[config.mk]
export PLATFORM = sky130hd
export DESIGN_NAME = hyper_target
export DESIGN_NICKNAME = d
export VERILOG_FILES = /design/src/rtl/hyper_target.sv
export SDC_FILE = /design/constraint.sdc
export NUM_CORES = 1
export LEC_CHECK = 0
export CAP_MARGIN = 20
export CORE_ASPECT_RATIO = 0.6
export CORE_MARGIN = 2
export CORE_UTILIZATION = 50
export CTS_CLUSTER_DIAMETER = 60
export CTS_CLUSTER_SIZE = 16
export DETAILED_ROUTE_END_ITERATION = 10
export GPL_TIMING_DRIVEN = 0
export PLACE_DENSITY = 0.77
export SYNTH_ARGS = -nofsm -noshare
export SYNTH_HDL_FRONTEND = slang
export SYNTH_SLANG_ARGS = --single-unit
[constraint.sdc]
create_clock -name clk -period 2.55 [get_ports clk]
set_input_delay 0.51 -clock clk [delete_from_list [all_inputs] [get_ports clk]]
set_output_delay 0.51 -clock clk [all_outputs]
set_load 0.03 [all_outputs]
[src/rtl/hyper_target.sv]
// hyper_target: HyperBus-style memory target on a DDR byte-pair interface.
// Optional CR0 register space is built when HYPER_TARGET_REGSPACE_EN is defined.
module hyper_target #(
  parameter int ADDR_W     = 16,
  parameter int LATENCY    = 6,
  parameter int DOUBLE_LAT = 1
) (
  input  logic              clk,
  input  logic              reset_n,
  input  logic              csn,
  input  logic              ck_active,
  input  logic [7:0]        dq_qa,
  input  logic [7:0]        dq_qb,
  input  logic              rwds_qa,
  input  logic              rwds_qb,
  output logic [7:0]        dq_da,
  output logic [7:0]        dq_db,
  output logic              rwds_da,
  output logic              rwds_db,
  output logic              dq_oe,
  output logic              rwds_oe,
  output logic [ADDR_W-1:0] mem_addr,
  output logic              mem_re,
  output logic              mem_we,
  output logic [1:0]        mem_be,
  output logic [15:0]       mem_wdata,
  input  logic [15:0]       mem_rdata,
  output logic [2:0]        dbg_state_o
);

  typedef enum logic [2:0] {
    S_IDLE  = 3'd0,
    S_CA    = 3'd1,
    S_LAT   = 3'd2,
    S_WRITE = 3'd3,
    S_READ  = 3'd4,
    S_REGWR = 3'd5
  } state_e;

  localparam int LAT_TOT = (DOUBLE_LAT != 0) ? 2 * LATENCY : LATENCY;
  localparam int LAT_W   = (LAT_TOT > 1) ? $clog2(LAT_TOT) : 1;
  localparam logic [LAT_W-1:0] LAT_INIT = LAT_W'(LAT_TOT - 1);
  localparam logic DBL = (DOUBLE_LAT != 0);
`ifdef HYPER_TARGET_REGSPACE_EN
  localparam logic [ADDR_W-1:0] CR0_ADDR = ADDR_W'(32'h0000_0800);
`endif

  state_e            state_q, state_d;
  logic              armed_q, armed_d;
  logic [31:0]       ca_q, ca_d;
  logic [1:0]        ca_cnt_q, ca_cnt_d;
  logic              is_rd_q, is_rd_d;
  logic              is_reg_q, is_reg_d;
  logic              linear_q, linear_d;
  logic [LAT_W-1:0]  lat_cnt_q, lat_cnt_d;
  logic [ADDR_W-1:0] addr_q, addr_d;
  logic              rd_pend_q, rd_pend_d;
  logic [15:0]       skid_q, skid_d;
  logic              skid_vld_q, skid_vld_d;
  logic              reg_done_q, reg_done_d;
`ifdef HYPER_TARGET_REGSPACE_EN
  logic [15:0]       cr0_q, cr0_d;
`endif

  logic [7:0]        dq_da_q, dq_da_d, dq_db_q, dq_db_d;
  logic              rwds_da_q, rwds_da_d, rwds_db_q, rwds_db_d;
  logic              dq_oe_q, dq_oe_d, rwds_oe_q, rwds_oe_d;
  logic [ADDR_W-1:0] mem_addr_q, mem_addr_d;
  logic              mem_re_q, mem_re_d, mem_we_q, mem_we_d;
  logic [1:0]        mem_be_q, mem_be_d;
  logic [15:0]       mem_wdata_q, mem_wdata_d;

  logic [15:0]       word;
  logic [47:0]       ca_full;
  logic [ADDR_W-1:0] start_addr;
  logic [15:0]       reg_rdata;
  logic [15:0]       rd_word;
  logic              fetch;
  logic              unused_ca;

  assign word       = {dq_qa, dq_qb};
  assign ca_full    = {ca_q, word};
  assign start_addr = ADDR_W'({ca_full[44:16], ca_full[2:0]});
  assign unused_ca  = ^ca_full[15:3];

  // Wrapped bursts only step the low nibble; the 16-word group stays fixed.
  function automatic logic [ADDR_W-1:0] adv(input logic [ADDR_W-1:0] a, input logic lin);
    logic [ADDR_W-1:0] r;
    r = a + ADDR_W'(1);
    if (!lin) r = {a[ADDR_W-1:4], r[3:0]};
    return r;
  endfunction

  always_comb begin
    reg_rdata = 16'h0000;
`ifdef HYPER_TARGET_REGSPACE_EN
    if (mem_addr_q == CR0_ADDR) reg_rdata = cr0_q;
`endif
  end

  // The word returning this clk belongs to the fetch issued on the previous clk.
  assign rd_word = is_reg_q ? reg_rdata : mem_rdata;

  always_comb begin
    state_d     = state_q;
    armed_d     = armed_q | csn;
    ca_d        = ca_q;
    ca_cnt_d    = ca_cnt_q;
    is_rd_d     = is_rd_q;
    is_reg_d    = is_reg_q;
    linear_d    = linear_q;
    lat_cnt_d   = lat_cnt_q;
    addr_d      = addr_q;
    rd_pend_d   = 1'b0;
    skid_d      = skid_q;
    skid_vld_d  = skid_vld_q;
    reg_done_d  = reg_done_q;
`ifdef HYPER_TARGET_REGSPACE_EN
    cr0_d       = cr0_q;
`endif
    dq_da_d     = dq_da_q;
    dq_db_d     = dq_db_q;
    mem_addr_d  = mem_addr_q;
    mem_re_d    = 1'b0;
    mem_we_d    = 1'b0;
    mem_be_d    = mem_be_q;
    mem_wdata_d = mem_wdata_q;
    fetch       = 1'b0;

    case (state_q)
      S_IDLE: begin
        if (!csn && armed_q) begin
          state_d  = S_CA;
          ca_cnt_d = 2'd0;
        end
      end
      S_CA: begin
        if (ck_active) begin
          ca_d     = ca_full[31:0];
          ca_cnt_d = ca_cnt_q + 2'd1;
          if (ca_cnt_q == 2'd2) begin
            is_rd_d    = ca_full[47];
            is_reg_d   = ca_full[46];
            linear_d   = ca_full[45];
            addr_d     = start_addr;
            lat_cnt_d  = LAT_INIT;
            reg_done_d = 1'b0;
            skid_vld_d = 1'b0;
            state_d    = (ca_full[46] && !ca_full[47]) ? S_REGWR : S_LAT;
          end
        end
      end
      S_LAT: begin
        if (ck_active) begin
          if (lat_cnt_q == '0) begin
            state_d = is_rd_q ? S_READ : S_WRITE;
            fetch   = is_rd_q;
          end else begin
            lat_cnt_d = lat_cnt_q - LAT_W'(1);
          end
        end
      end
      S_WRITE: begin
        if (ck_active) begin
          mem_we_d    = 1'b1;
          mem_addr_d  = addr_q;
          mem_wdata_d = word;
          mem_be_d    = {~rwds_qa, ~rwds_qb};
          addr_d      = adv(addr_q, linear_q);
        end
      end
      S_READ: begin
        if (ck_active) begin
          fetch = 1'b1;
          if (skid_vld_q) begin
            {dq_da_d, dq_db_d} = skid_q;
            skid_vld_d         = 1'b0;
          end else if (rd_pend_q) begin
            {dq_da_d, dq_db_d} = rd_word;
          end
        end else if (rd_pend_q) begin
          skid_d     = rd_word;
          skid_vld_d = 1'b1;
        end
      end
      S_REGWR: begin
        if (ck_active && !reg_done_q) begin
          reg_done_d = 1'b1;
`ifdef HYPER_TARGET_REGSPACE_EN
          if (addr_q == CR0_ADDR) cr0_d = word;
`endif
        end
      end
      default: state_d = S_IDLE;
    endcase

    if (fetch) begin
      rd_pend_d  = 1'b1;
      mem_re_d   = !is_reg_q;
      mem_addr_d = addr_q;
      addr_d     = adv(addr_q, linear_q);
    end

    if (csn) state_d = S_IDLE;

    // Bus-facing outputs follow the state being entered so they stay registered.
    dq_oe_d   = (state_d == S_READ);
    rwds_oe_d = (state_d == S_READ) || (state_d == S_CA);
    rwds_da_d = (state_d == S_READ) || ((state_d == S_CA) && DBL);
    rwds_db_d = (state_d == S_CA) && DBL;
    if (state_d != S_READ) begin
      dq_da_d = 8'h00;
      dq_db_d = 8'h00;
    end
    if (state_d == S_IDLE) begin
      mem_re_d  = 1'b0;
      mem_we_d  = 1'b0;
      rd_pend_d = 1'b0;
    end
  end

  always_ff @(posedge clk) begin
    if (!reset_n) begin
      state_q     <= S_IDLE;
      armed_q     <= 1'b0;
      ca_q        <= '0;
      ca_cnt_q    <= '0;
      is_rd_q     <= 1'b0;
      is_reg_q    <= 1'b0;
      linear_q    <= 1'b0;
      lat_cnt_q   <= '0;
      addr_q      <= '0;
      rd_pend_q   <= 1'b0;
      skid_q      <= '0;
      skid_vld_q  <= 1'b0;
      reg_done_q  <= 1'b0;
`ifdef HYPER_TARGET_REGSPACE_EN
      cr0_q       <= 16'h8F1F;
`endif
      dq_da_q     <= '0;
      dq_db_q     <= '0;
      rwds_da_q   <= 1'b0;
      rwds_db_q   <= 1'b0;
      dq_oe_q     <= 1'b0;
      rwds_oe_q   <= 1'b0;
      mem_addr_q  <= '0;
      mem_re_q    <= 1'b0;
      mem_we_q    <= 1'b0;
      mem_be_q    <= '0;
      mem_wdata_q <= '0;
    end else begin
      state_q     <= state_d;
      armed_q     <= armed_d;
      ca_q        <= ca_d;
      ca_cnt_q    <= ca_cnt_d;
      is_rd_q     <= is_rd_d;
      is_reg_q    <= is_reg_d;
      linear_q    <= linear_d;
      lat_cnt_q   <= lat_cnt_d;
      addr_q      <= addr_d;
      rd_pend_q   <= rd_pend_d;
      skid_q      <= skid_d;
      skid_vld_q  <= skid_vld_d;
      reg_done_q  <= reg_done_d;
`ifdef HYPER_TARGET_REGSPACE_EN
      cr0_q       <= cr0_d;
`endif
      dq_da_q     <= dq_da_d;
      dq_db_q     <= dq_db_d;
      rwds_da_q   <= rwds_da_d;
      rwds_db_q   <= rwds_db_d;
      dq_oe_q     <= dq_oe_d;
      rwds_oe_q   <= rwds_oe_d;
      mem_addr_q  <= mem_addr_d;
      mem_re_q    <= mem_re_d;
      mem_we_q    <= mem_we_d;
      mem_be_q    <= mem_be_d;
      mem_wdata_q <= mem_wdata_d;
    end
  end

  assign dq_da       = dq_da_q;
  assign dq_db       = dq_db_q;
  assign rwds_da     = rwds_da_q;
  assign rwds_db     = rwds_db_q;
  assign dq_oe       = dq_oe_q;
  assign rwds_oe     = rwds_oe_q;
  assign mem_addr    = mem_addr_q;
  assign mem_re      = mem_re_q;
  assign mem_we      = mem_we_q;
  assign mem_be      = mem_be_q;
  assign mem_wdata   = mem_wdata_q;
  assign dbg_state_o = state_q;

endmodule

; ---- After elaboration in Yosys (flattened, before gate mapping)
; Cells that the tools add are included.
[totals]
reg_bits = 134
output_inout_bits = 59
wordCells = 122
[op_classes]
addsub = 3
n_eq_ne = 18
muxes = 41
n_bitwise = 7
reduce_logical = 31
[ops]
columns = op, count
row1 = two-way mux 16 bit, 9
row2 = two-way mux 8 bit, 4
row3 = one-hot mux 16 bit (2 select lines), 1
row4 = two-way mux 3 bit, 8
row5 = "adder 16 x 1 -> 16 bit, second input constant", 1
row6 = two-way mux 4 bit, 4
row7 = "!= test 3 bit, second input constant", 5
row8 = one-hot mux 3 bit (4 select lines), 1
row9 = AND reduction 3 bit, 4
row10 = nonzero test 2 bit, 6
row11 = "!= test 2 bit, second input constant", 5
row12 = "== test 3 bit, second input constant", 3
row13 = OR reduction 3 bit, 3
row14 = two-way mux 1 bit, 8
row15 = one-hot mux 4 bit (2 select lines), 1
row16 = AND reduction 4 bit, 2
row17 = "== test 3 x 1 -> 1 bit, second input constant", 2
row18 = "== test 3 x 2 -> 1 bit, second input constant", 2
row19 = zero test 3 bit, 2
row20 = NOT 1 bit, 6
row21 = AND reduction 2 bit, 3
row22 = AND reduction 5 bit, 1
row23 = zero test 4 bit, 1
row24 = two-way mux 2 bit, 2
row25 = 11 further kinds, 16

; ---- Longest topological paths before layout
[logic_depth]
ltp_word = 9
depth_mapped = 9
mapped_depth_nobuf = 7

; ---- Worst setup path before layout
; No wires, ideal clock.
[synth_timing]
kind = reg-to-reg
startpoint = register state_q[0] (netlist: dbg_state_o[0])
endpoint = register dq_da_q[1] (netlist: dq_da[1])
arrival_ps = 1704
required_time_ps = 2406
path_slack_ps = 701
stages_incl_launch_ff = 8
synth_period_minus_slack_ps = 1849
path_cell_list = dfxtp_1 > and3b_1 > and2_1 > buf_2 > a21oi_4 > o2111ai_4 > buf_6 > a211oi_2
[synth_via]
elab_chain_len = 6
elab_cells_between_ends = 17
classes_between = 6 x eq/ne / 7 x mux / 4 x reduce/logical
[synth_rtl]
columns = element, line
row1 = start: declaration, 48  ; state_e state_q, state_d;
row2 = start signal: assignment, 252  ; state_q <= state_d;
row3 = "== test 3 bit, or another cell as far along", 130  ; case (state_q)
row4 = "OR reduction 3 bit (no source line), or another cell as far along", -
row5 = one-hot mux 3 bit (4 select lines), 130
row6 = two-way mux 3 bit, 204  ; if (csn) state_d = S_IDLE;
row7 = != test 3 bit, 211  ; if (state_d != S_READ) begin
row8 = OR reduction 2 bit (no source line), -
row9 = end signal: assignment, 268  ; dq_da_q <= dq_da_d;
row10 = end: declaration, 65  ; logic [7:0] dq_da_q, dq_da_d, dq_db_q, dq_db_d;
; Parallel ways exist; a longest one is shown, timed or not.
; A chain may end at the register's enable or synchronous reset.

; ---- Final worst setup path
[layout_timing]
startpoint = register addr_q[0]
endpoint = register addr_q[14]
[layout_via]
elab_chain_len = 5
[layout_rtl]
columns = element, line
row1 = start: declaration, 56  ; logic [ADDR_W-1:0] addr_q, addr_d;
row2 = start signal: assignment, 260  ; addr_q <= addr_d;
row3 = adder 16 x 1 -> 16 bit *, 89  ; r = a + ADDR_W'(1);
row4 = two-way mux 16 bit *, 90  ; if (!lin) r = {a[ADDR_W-1:4], r[3:0]};
row5 = two-way mux 16 bit, 164  ; if (ck_active) begin
row6 = one-hot mux 16 bit (2 select lines), 130
row7 = two-way mux 16 bit *, 197  ; if (fetch) begin
; Every way passes the cells marked *; elsewhere a longest branch is shown, timed or not. The select of a mux whose other input is x is not followed.

==> flow_metrics.tcl <==
set metrics [dict create \
    post-route-period-util_pct 92.6 \
    finalSetupTns_ns 0 \
    cts.clk_slew.worst_paths_ns 0.05 \
    synth_top_area_cell "dfxtp_1" \
    clock_skew_ns 0.00886 \
    multiInputGateArea_um2 2630 \
    slew_violations 0 \
    area_delta_synth_final_pct 33.9 \
    ctsHoldBuffers 0 \
    fillers 834 \
    die_height_um 83.8 \
    worstMarginPinSlew_ns 0.666 \
    post-dp-hpwl_mm 10.8 \
    cts_setup_buffers 0 \
    max_cap_viol_count 0 \
    grt_pass1_wl_mm 24.3 \
    busiest_layer "met2" \
    r2r-start "addr_q[0]" \
    rows 29 \
    setup_viol 0 \
    synth_area_um2 5310 \
    cts_resized 0 \
    ys_async_sr_fraction_pct 0 \
    synth_warnings 0 \
    grt_max_degree 17 \
    p_clk_share_pct 57.0 \
    place_ws_ns -0.0523 \
    power_switching_w 0.000939 \
    relSlewSlack_pct 55.6 \
    p_per_area_nw_per_um2 678 \
    tritoncts "yes" \
    first_global_vias 4806 \
    critPathArrivalTime_ns 2.67 \
    clk_path_buf_depth 2 \
    drt_iter0_drc 459 \
    cts_num_sinks 121 \
    cp_max_fo 7 \
    synth_seq_area_share_pct 45.6 \
    min_to "mem_wdata[7]" \
    routed_wl_mm 15.3 \
    r2r_cells 6 \
    die-area_um2 11500 \
    core_area_um2 10500 \
    final_antenna_net_count 0 \
    ys_ff_latch 121 \
    hold_start "mem_wdata[7]" \
    hold_violations 0 \
    rr_endpoint "addr_q[14]" \
    final_core_util_pct 68.1 \
    netlist_top_cells_count "121 x dfxtp_1, 88 x nand2_1, 84 x a21oi_1" \
    peakVddDrop_uv 554 \
    place_area_um2 6450 \
    detail_route.vias_per_cell 5.80 \
    pwr-share-comb_pct 3.5 \
    diodes 0 \
    grt_util_all_layers_pct 27.5 \
    root_buffer "clkbuf_16" \
    ff2ff_setup_slack_ns 0.19 \
    synth_top_area_share_pct 45.6 \
    swShare_pct 19.5 \
    crit_start "addr_q[0]" \
    htreeDepth 4 \
    pin_count 97 \
    fin_area_um2 7120 \
    grt_overflow 0 \
    p_leak_nw 2.55 \
    crit_path_start_kind "register" \
    cp-end-kind "register" \
    fin_nets 788 \
    drc 0 \
    num_vias 5202 \
    power_w 0.00482 \
    globalRouteMet1Util_pct 38.4 \
    layout_min_cycle_time_ns 2.36 \
    initial_core_util_pct 50.8 \
    synth_fp_nets 673 \
    cts_buffers 17 \
    p_seq_share_pct 39.5 \
    wl_per_cell_um 17.1 \
    drive_gt1_share_pct 8.58 \
    min_path_cells 2 \
    hp-class "register to register" \
    io_buffers 96 \
    grt_antenna_before_repair 0 \
    worst_slack_ns 0.190 \
    clk_latency_ns 0.43 \
    synth_cell_type_count 58 \
    synthTopCellsByArea "dfxtp_1 46%, a21oi_1 7.9%, nand2_1 6.2%, nor2_1 5.7%, nor3b_1 5.1%" \
    gp_congestion 0.891 \
    synth_enable_flop_cells 0 \
    drtPass1Iterations 5 \
    avgSynthCellArea_um2 8.42 \
    internal-power_w 0.00388 \
    use_met3_pct 9.71 \
    use_met2_pct 39.3 \
    rsz0062_at_grt "no" \
    synth_ff_type "dfxtp_1" \
    max_freq_ghz 0.424 \
    synth_cells 631 \
    die_w_um 137 \
    seqCellArea_um2 2420 \
    synth_most_common_cell "dfxtp_1" \
    outcome "completed" \
    criticalPathCategory "register to register" \
    cp.required_ns 2.86 \
]
==> through the flow <==
stage | hold slack, ns | instances
after floorplan | 0.432 | 631
after global placement | 0.440 | 866
after detailed placement | 0.447 | 866
after CTS | 0.455 | 897
after global routing | 0.472 | 897
final | 0.454 | 897
==> kinds of logic after synthesis <==
family | share of synthesized area (%)
DFF | 45.6
AOI/OAI and AO/OA | 18.8
buffers and inverters | 4.92
adders and majority gates | 0.942
muxes | 3.58
and+or+nand+nor | 25.8
xor gates and xnor gates | 0.330
==> metal layers <==
metal	up-vias	routed length, µm
li1	2431	-
met1	2541	7130
met2	201	6690
met3	29	1240
met4	0	261
met5	-	0
==> flip-flops by register name, indices dropped and copies added, names as in the netlist, 2 cells and up <==
register     flops
dbg_state_o      3
dq_db            8
lat_cnt_q        4
skid_q          16
addr_q          16
ca_q            19
mem_wdata       16
mem_addr        16
ca_cnt_q         2
dq_da            8
mem_be           2
==> placed cells by master, fill, tap and decap left out, types with 3 or more instances in the layout <==
cell type / synthesis / final
dfxtp_1: 121 / 121
buf_2: 11 / 11
nor4_1: 4 / 4
nand2b_1: 5 / 5
nand4bb_1: 3 / 3
nand3b_1: 5 / 5
nand2_1: 88 / 88
nor3b_1: 36 / 36
o211ai_1: 4 / 4
a211oi_1: 13 / 13
and3_1: 3 / 3
nor2_1: 81 / 81
bufinv_16: 0 / 6
a21oi_1: 84 / 84
nor2b_1: 3 / 3
nor3_1: 10 / 10
buf_4: 3 / 3
and2_1: 8 / 8
nand3_1: 12 / 12
clkdlybuf4s50_1: 0 / 96
ha_1: 4 / 4
o211a_1: 4 / 4
o21ai_0: 20 / 20
inv_1: 8 / 8
clkbuf_16: 0 / 17
nand4_1: 5 / 5
clkbuf_8: 0 / 3
a211oi_2: 8 / 8
clkbuf_1: 28 / 31
mux2i_1: 19 / 19
buf_6: 4 / 4
==> worst max-delay path: stages (launching register included) <==
cell     delay, ns
dfxtp_1       0.45
ha_1          0.23
nand4_1       0.29
nor4_1        0.64
and3_1        0.27
o21ai_0       0.09
a32o_1        0.27
==> power by group through the flow <==
stage               Sequential, W  Clock [W]  Combinational, W
floorplan                 0.00194          0         0.0000702
global placement          0.00194          0          0.000164
detailed placement        0.00194          0          0.000166
CTS                       0.00190    0.00276          0.000168
global route              0.00190    0.00286          0.000182
finish                    0.00190    0.00275          0.000170
==> area by class of cell <==
| type | count | area share, % |
|---|---|---|
| multi-input combinational | 455 | 36.9 |
| sequential | 121 | 34.0 |
| timing repair buffer | 96 | 13.5 |
| clock buffer | 23 | 6.72 |
| buffer | 46 | 3.20 |
| clock inverter | 8 | 2.67 |
| tap | 139 | 2.44 |
| inverter | 9 | 0.475 |
==> worst max path at each step <==
| stage | endpoint | slack (ns) |
|---|---|---|
| after global routing | addr_q[14] | 0.07 |
| after CTS | addr_q[5] | 0.27 |
| after floorplan | dq_da[1] | 0.70 |
| after global placement | linear_q | -0.02 |
| final | addr_q[14] | 0.19 |
| after detailed placement | skid_q[14] | -0.05 |
(Power assumes the default switching activity.)
